[src/rtl/uart_io_pkg.sv]
// Shared constants and sequencer state type for the AXI-lite UART I/O ring controller.
package uart_io_pkg;

    localparam int unsigned WORD_W = 32;

    localparam logic [31:0] RX_FIFO_OFS = 32'h0;
    localparam logic [31:0] TX_FIFO_OFS = 32'h4;
    localparam logic [31:0] STAT_OFS    = 32'h8;

    localparam int unsigned RX_VALID = 0;
    localparam int unsigned TX_EMPTY = 2;
    localparam int unsigned TX_FULL  = 3;

    localparam logic [1:0] AXI_RESP_OKAY = 2'b00;

    typedef enum logic [2:0] {
        STAT_AR,
        STAT_R,
        DECIDE,
        RX_AR,
        RX_R,
        TX_AW_W,
        TX_B
    } seq_state_t;

endpackage

[src/rtl/io_tx_fifo.sv]
// Byte FIFO buffering core output bytes ahead of the UART write sequencer.
// Registered full/empty flags reflect the occupancy after the current update.
module io_tx_fifo #(
    parameter int unsigned DEPTH = 16
) (
    input  logic       clk,
    input  logic       rstn,
    input  logic       push,
    input  logic [7:0] din,
    input  logic       pop,
    output logic [7:0] dout,
    output logic       full,
    output logic       empty
);

    localparam int unsigned PTR_W = (DEPTH > 1) ? $clog2(DEPTH) : 1;
    localparam int unsigned CNT_W = PTR_W + 1;

    logic [7:0]       mem [DEPTH];
    logic [PTR_W-1:0] wr_ptr;
    logic [PTR_W-1:0] rd_ptr;
    logic [CNT_W-1:0] count;
    logic [CNT_W-1:0] count_c;
    logic             do_push_c;
    logic             do_pop_c;

    always_comb begin
        do_push_c = push && !full;
        do_pop_c  = pop && !empty;
        count_c   = count + CNT_W'(do_push_c) - CNT_W'(do_pop_c);
    end

    always_ff @(posedge clk) begin
        if (do_push_c) begin
            mem[wr_ptr] <= din;
        end
    end

    always_ff @(posedge clk or negedge rstn) begin
        if (!rstn) begin
            wr_ptr <= '0;
            rd_ptr <= '0;
            count  <= '0;
            full   <= 1'b0;
            empty  <= 1'b1;
        end else begin
            wr_ptr <= wr_ptr + PTR_W'(do_push_c);
            rd_ptr <= rd_ptr + PTR_W'(do_pop_c);
            count  <= count_c;
            full   <= (count_c == CNT_W'(DEPTH));
            empty  <= (count_c == '0);
        end
    end

    assign dout = mem[rd_ptr];

endmodule

[src/rtl/axil_uart_io_ring.sv]
// AXI4-lite master polling a UART-Lite: RX bytes packed into a BRAM ring, TX bytes drained from a FIFO.
// Optional UART_IO_ERR_CNT_EN adds err_count, counting non-OKAY R/B responses.
module axil_uart_io_ring
    import uart_io_pkg::*;
#(
    parameter int unsigned BYTES_PER_WORD = 4,
    parameter int unsigned ADDR_W         = 16,
    parameter int unsigned RING_BASE      = 0,
    parameter int unsigned RING_DEPTH     = 1024,
    parameter int unsigned TX_DEPTH       = 16,
    parameter logic [31:0] UART_BASE      = 32'h0,
    parameter bit          IGNORE_IN_BUSY = 1'b0
) (
    input  logic              clk,
    input  logic              rstn,
    input  logic              out_req,
    input  logic [WORD_W-1:0] out_data,
    output logic              out_busy,
    input  logic [ADDR_W-1:0] consumer_pointer,
    output logic              in_busy,
    output logic [ADDR_W-1:0] prod_pointer,
    output logic [ADDR_W-1:0] mem_addr,
    output logic [WORD_W-1:0] mem_data,
    output logic              mem_we,
    output logic              axi_awvalid,
    input  logic              axi_awready,
    output logic [31:0]       axi_awaddr,
    output logic [2:0]        axi_awprot,
    output logic              axi_wvalid,
    input  logic              axi_wready,
    output logic [31:0]       axi_wdata,
    output logic [3:0]        axi_wstrb,
    input  logic              axi_bvalid,
    output logic              axi_bready,
    input  logic [1:0]        axi_bresp,
    output logic              axi_arvalid,
    input  logic              axi_arready,
    output logic [31:0]       axi_araddr,
    output logic [2:0]        axi_arprot,
    input  logic              axi_rvalid,
    output logic              axi_rready,
    input  logic [31:0]       axi_rdata,
    input  logic [1:0]        axi_rresp
`ifdef UART_IO_ERR_CNT_EN
    ,
    output logic [15:0]       err_count
`endif
);

    seq_state_t        state;
    logic [3:0]        stat;
    logic              tx_enabled;
    logic              last_tx;
    logic [1:0]        byte_idx;
    logic [WORD_W-1:0] pack;

    logic              tx_push_c;
    logic              tx_pop_c;
    logic [7:0]        tx_dout;
    logic              tx_full;
    logic              tx_empty;

    logic [ADDR_W-1:0] prod_next_c;
    logic              ring_full_c;
    logic              last_lane_c;
    logic              rx_ok_c;
    logic              tx_ok_c;
    logic [WORD_W-1:0] word_c;

    assign axi_awprot = 3'b000;
    assign axi_arprot = 3'b000;
    assign axi_wstrb  = 4'b0001;
    assign out_busy   = tx_full;

    io_tx_fifo #(.DEPTH(TX_DEPTH)) u_tx_fifo (
        .clk   (clk),
        .rstn  (rstn),
        .push  (tx_push_c),
        .din   (out_data[7:0]),
        .pop   (tx_pop_c),
        .dout  (tx_dout),
        .full  (tx_full),
        .empty (tx_empty)
    );

    // Ring arithmetic, arbitration inputs and the word being assembled.
    always_comb begin
        prod_next_c = (prod_pointer == ADDR_W'(RING_BASE + RING_DEPTH - 1))
                    ? ADDR_W'(RING_BASE) : prod_pointer + ADDR_W'(1);
        ring_full_c = (prod_next_c == consumer_pointer);
        last_lane_c = (byte_idx == 2'(BYTES_PER_WORD - 1));
        rx_ok_c     = stat[RX_VALID] && !(last_lane_c && ring_full_c);
        tx_ok_c     = tx_enabled && !tx_empty && !stat[TX_FULL];
        word_c      = pack;
        word_c[{byte_idx, 3'b000} +: 8] = axi_rdata[7:0];
        tx_push_c   = out_req && !tx_full;
        tx_pop_c    = (state == TX_B) && axi_bvalid && axi_bready;
    end

    always_ff @(posedge clk or negedge rstn) begin
        if (!rstn) begin
            state        <= STAT_AR;
            stat         <= '0;
            tx_enabled   <= 1'b0;
            last_tx      <= 1'b0;
            byte_idx     <= '0;
            pack         <= '0;
            prod_pointer <= ADDR_W'(RING_BASE);
            in_busy      <= !IGNORE_IN_BUSY;
            mem_addr     <= '0;
            mem_data     <= '0;
            mem_we       <= 1'b0;
            axi_awvalid  <= 1'b0;
            axi_awaddr   <= '0;
            axi_wvalid   <= 1'b0;
            axi_wdata    <= '0;
            axi_bready   <= 1'b0;
            axi_arvalid  <= 1'b0;
            axi_araddr   <= '0;
            axi_rready   <= 1'b0;
        end else begin
            mem_we <= 1'b0;
            // Pointer moves the cycle after the BRAM write so data lands first.
            if (mem_we) begin
                prod_pointer <= prod_next_c;
            end
            in_busy <= IGNORE_IN_BUSY ? 1'b0
                     : (consumer_pointer == (mem_we ? prod_next_c : prod_pointer));

            case (state)
                STAT_AR, RX_AR: begin
                    if (!axi_arvalid) begin
                        axi_arvalid <= 1'b1;
                        axi_araddr  <= UART_BASE + ((state == STAT_AR) ? STAT_OFS : RX_FIFO_OFS);
                    end else if (axi_arready) begin
                        axi_arvalid <= 1'b0;
                        axi_rready  <= 1'b1;
                        state       <= (state == STAT_AR) ? STAT_R : RX_R;
                    end
                end
                STAT_R: begin
                    if (axi_rvalid) begin
                        axi_rready <= 1'b0;
                        stat       <= axi_rdata[3:0];
                        if (axi_rdata[TX_EMPTY]) begin
                            tx_enabled <= 1'b1;
                        end
                        state <= DECIDE;
                    end
                end
                DECIDE: begin
                    if (rx_ok_c && (!tx_ok_c || last_tx)) begin
                        state <= RX_AR;
                    end else if (tx_ok_c) begin
                        axi_awvalid <= 1'b1;
                        axi_wvalid  <= 1'b1;
                        axi_awaddr  <= UART_BASE + TX_FIFO_OFS;
                        axi_wdata   <= {24'b0, tx_dout};
                        state       <= TX_AW_W;
                    end else begin
                        state <= STAT_AR;
                    end
                end
                RX_R: begin
                    if (axi_rvalid) begin
                        axi_rready <= 1'b0;
                        last_tx    <= 1'b0;
                        state      <= STAT_AR;
                        if (last_lane_c) begin
                            mem_we   <= 1'b1;
                            mem_addr <= prod_pointer;
                            mem_data <= word_c;
                            pack     <= '0;
                            byte_idx <= '0;
                        end else begin
                            pack     <= word_c;
                            byte_idx <= byte_idx + 2'd1;
                        end
                    end
                end
                TX_AW_W: begin
                    if (axi_awready) begin
                        axi_awvalid <= 1'b0;
                    end
                    if (axi_wready) begin
                        axi_wvalid <= 1'b0;
                    end
                    if ((!axi_awvalid || axi_awready) && (!axi_wvalid || axi_wready)) begin
                        axi_bready <= 1'b1;
                        state      <= TX_B;
                    end
                end
                TX_B: begin
                    if (axi_bvalid) begin
                        axi_bready <= 1'b0;
                        last_tx    <= 1'b1;
                        state      <= STAT_AR;
                    end
                end
                default: state <= STAT_AR;
            endcase
        end
    end

`ifdef UART_IO_ERR_CNT_EN
    logic resp_err_c;
    assign resp_err_c = (axi_rvalid && axi_rready && (axi_rresp != AXI_RESP_OKAY))
                     || (tx_pop_c && (axi_bresp != AXI_RESP_OKAY));

    always_ff @(posedge clk or negedge rstn) begin
        if (!rstn) begin
            err_count <= '0;
        end else if (resp_err_c && (err_count != 16'hFFFF)) begin
            err_count <= err_count + 16'd1;
        end
    end

    logic unused_bits;
    assign unused_bits = ^{axi_rdata[31:8], out_data[WORD_W-1:8]};
`else
    logic unused_bits;
    assign unused_bits = ^{axi_rdata[31:8], out_data[WORD_W-1:8], axi_rresp, axi_bresp};
`endif

endmodule

[config.mk]
export PLATFORM = sky130hd
export DESIGN_NAME = axil_uart_io_ring
export DESIGN_NICKNAME = d
export VERILOG_FILES = /design/src/rtl/uart_io_pkg.sv /design/src/rtl/io_tx_fifo.sv /design/src/rtl/axil_uart_io_ring.sv
export SDC_FILE = /design/constraint.sdc
export NUM_CORES = 1
export LEC_CHECK = 0
export CAP_MARGIN = 20
export CORE_MARGIN = 2
export CORE_UTILIZATION = 52
export DETAILED_ROUTE_END_ITERATION = 12
export PLACE_DENSITY_LB_ADDON = 0.05
export SLEW_MARGIN = 5
export SYNTH_ARGS = -nofsm -noshare
export SYNTH_HDL_FRONTEND = slang
export SYNTH_SLANG_ARGS = --single-unit
[constraint.sdc]
create_clock -name clk -period 3.76 [get_ports clk]
set_input_delay 0.752 -clock clk [delete_from_list [all_inputs] [get_ports clk]]
set_output_delay 0.752 -clock clk [all_outputs]
set_load 0.01 [all_outputs]
==> flow_summary.toml <==
[grt]
grt_pass1_vias = 8032
grt_pass1_wl_mm = 45.0
antenna_found_initial = 0
grt_max_degree = 106
groute.usage.overall_pct = 22.1
grt-ovfl-total = 0

[final_layout]
multiInputGateArea_sq_um = 4720
drive_gt1_share_pct = 9.61
diodes = 0
final_common_cell = "nand2_1"
layout_common_cells = "153 x nand2_1, 134 x dfrtp_1, 128 x edfxtp_1"
final_nets = 1337
fin_area_sq_um = 14800
fillCellCount = 2007
area_growth_pct = 16.4
regArea_sq_um = 7280

[synth]
synthArstFlopShare_pct = 51.7
synth_ff_type = "dfrtp_1"
synth_compound_area_share_pct = 10.6
yosysUniqueCellTypes = 71
yosys-top-cells-area = "edfxtp_1 30%, dfrtp_1 26%, buf_4 5.9%"
ys_seq_area_share_pct = 57.0
ys_warn_count = 0
synth_top_family_by_area = "simple AND/OR/NAND/NOR gates"
yosysTopAreaCell = "edfxtp_1"
synth_xor_area_share_pct = 3.09
avgSynthCellArea_sq_um = 11.5
yosys.area_share.simple_pct = 11.8
ys_ff_latch = 265
synth_edf_count = 128
syn_inst = 1112
synthMuxAreaShare_pct = 6.89
synth_fa_ha_area_share_pct = 1.73
synth_top_area_share_pct = 30.1
syn_area_sq_um = 12800

[timing]
period_minus_slack_ps = 3450
worstMarginPinSlew_ps = 951
hold_viol_final = 0
slew_headroom_pct = 36.4
slew_violations = 0
finalCritPeriodShare_pct = 91.6
clock_skew_ps = 19.8
setup_tns_ps = 0
rsz0062_at_grt = "no"
fmax_mhz = 290
setup_viol = 0

[place]
dp_hpwl_mm = 19.3
port_buffers = 121
placed_cell_area_sq_um = 14000
place_congestion = 0.832

[detailed_routing]
dr_wl_met3_mm = 1.43
first_pass_iters = 5
drtAntennaViolNets = 0
highest_layer = "met4"
totalWireLength_mm = 28.6
viasPerCell = 5.33
vias = 8379
drt-initial-drc-count = 597
routedWlPerCell_um = 18.2
wl_met2_mm = 13.9
remaining_drc_errors = 0
met1_length_mm = 12.5

[run]
drv_cap = 0

[pwr]
p_per_area_nw_per_um2 = 659
p_leak_nw = 6.08
ir_drop_mv = 0.470

[cts]
cts_tree = "yes"
clock_latency_ps = 550
postCtsSetupRepairBufs = 0
root_buffer = "clkbuf_16"
cts_buffers = 27
htreeDepth = 1
postCtsHoldBufs = 0
clockBufferDepth = 3
clock_sinks = 265
cts_resized = 0
clk_pin_slew_ps = 60

[floorplan]
ios = 270
die_x_um = 161
start_util_pct = 52.8
core_sq_um = 24200
num_rows = 57
dieArea_sq_um = 25800
die_height_um = 161

[run_status]
status = "completed"

[setup_path]
cp-start-kind = "flip-flop"
cp.required_ps = 4210
crit_fanout = 12
crit_type = "reg2reg"
arrival_ps = 3890
cp-end-kind = "flip-flop"

[worst_hold_path]
hold_class = "in2async"
## where the power goes
group | leakage (nW) | internal, W | switching, W | total (W)
Combinational | 2.88 | 0.00152 | 0.00169 | 0.00322
Sequential | 2.78 | 0.00361 | 0.000403 | 0.00401
Clock | 0.411 | 0.00147 | 0.00110 | 0.00256
## synth_stat cells, types with 24 or more instances
master and number:
inv_1 31, dfrtp_1 135, o21ai_0 87, mux2i_1 27
nor2_1 30, xnor2_1 27, a21oi_1 77, buf_4 100
edfxtp_1 128, nand2_1 154, mux4_2 24, nor2b_1 39
clkbuf_1 50
## cells by family after synthesis
logic type | Yosys count
simple gates | 310
flops | 265
compound gates | 225
buf+inv | 191
mux | 57
xor+xnor | 45
fa+ha+maj | 17
other cells | 2
## routing by layer
metal  vias to the layer above  global-route usage [%]
met5                         -                       0
met4                         0                    6.18
met3                        52                    3.23
met2                       251                    37.0
met1                      4073                    30.6
li1                       4003                       -
## per-stage QoR
| step | cells | hold WS (ps) | worst slack (ps) | total power [W] | utilization, % |
|---|---|---|---|---|---|
| finish | 1573 | 51.4 | 314 | 0.00979 | 61.4 |
| global route | 1573 | 33.8 | 130 | 0.0104 | 61.4 |
| floorplan | 1206 | 429 | 757 | 0.00610 | - |
| detailed placement | 1522 | 446 | 61.2 | 0.00731 | 57.8 |
| CTS | 1572 | 379 | 315 | 0.00989 | 61.3 |
| global placement | 1522 | 444 | 113 | 0.00725 | 57.8 |
## registers in the layout, indices dropped and copies added, names as in the netlist, 2 cells and up
register          cells
u_tx_fifo.rd_ptr      4
pack                 32
u_tx_fifo.count       5
u_tx_fifo.mem       128
prod_pointer         16
mem_addr             16
state                 3
axi_wdata             8
stat                  2
u_tx_fifo.wr_ptr      4
mem_data             32
byte_idx              2
## layout make-up
type | instances | share of cell area [%]
sequential | 265 | 49.0
multi-input combinational | 750 | 31.8
timing repair buffer | 153 | 10.0
clock buffer | 38 | 5.10
tap | 324 | 2.73
inverter | 31 | 0.784
clock inverter | 12 | 0.607
## worst max-delay path: stages (launching register included)
cell	delay [ps]
dfrtp_1	570
nand3_4	160
or4_1	700
or3_1	420
a221o_1	390
a2111oi_4	220
nand4b_2	210
o22ai_2	150
buf_4	270
mux2i_1	250
## worst paths after layout
kind	startpoint	endpoint	slack (ps)	cells past startpoint
hold / removal	rstn	axi_arvalid$_DFFE_PN0N_	50	1
min in group clk	tx_enabled$_DFFE_PN0P_	tx_enabled$_DFFE_PN0P_	460	1
max in group asynchronous	rstn	mem_data[29]$_DFFE_PN0P_	2980	2
hold reg to reg	tx_enabled$_DFFE_PN0P_	tx_enabled$_DFFE_PN0P_	460	1
setup / recovery	prod_pointer[5]$_DFF_PN0_	axi_wdata[7]$_DFFE_PN0P_	310	9
setup reg to reg	prod_pointer[5]$_DFF_PN0_	axi_wdata[7]$_DFFE_PN0P_	310	9
(Power assumes the default switching activity.)
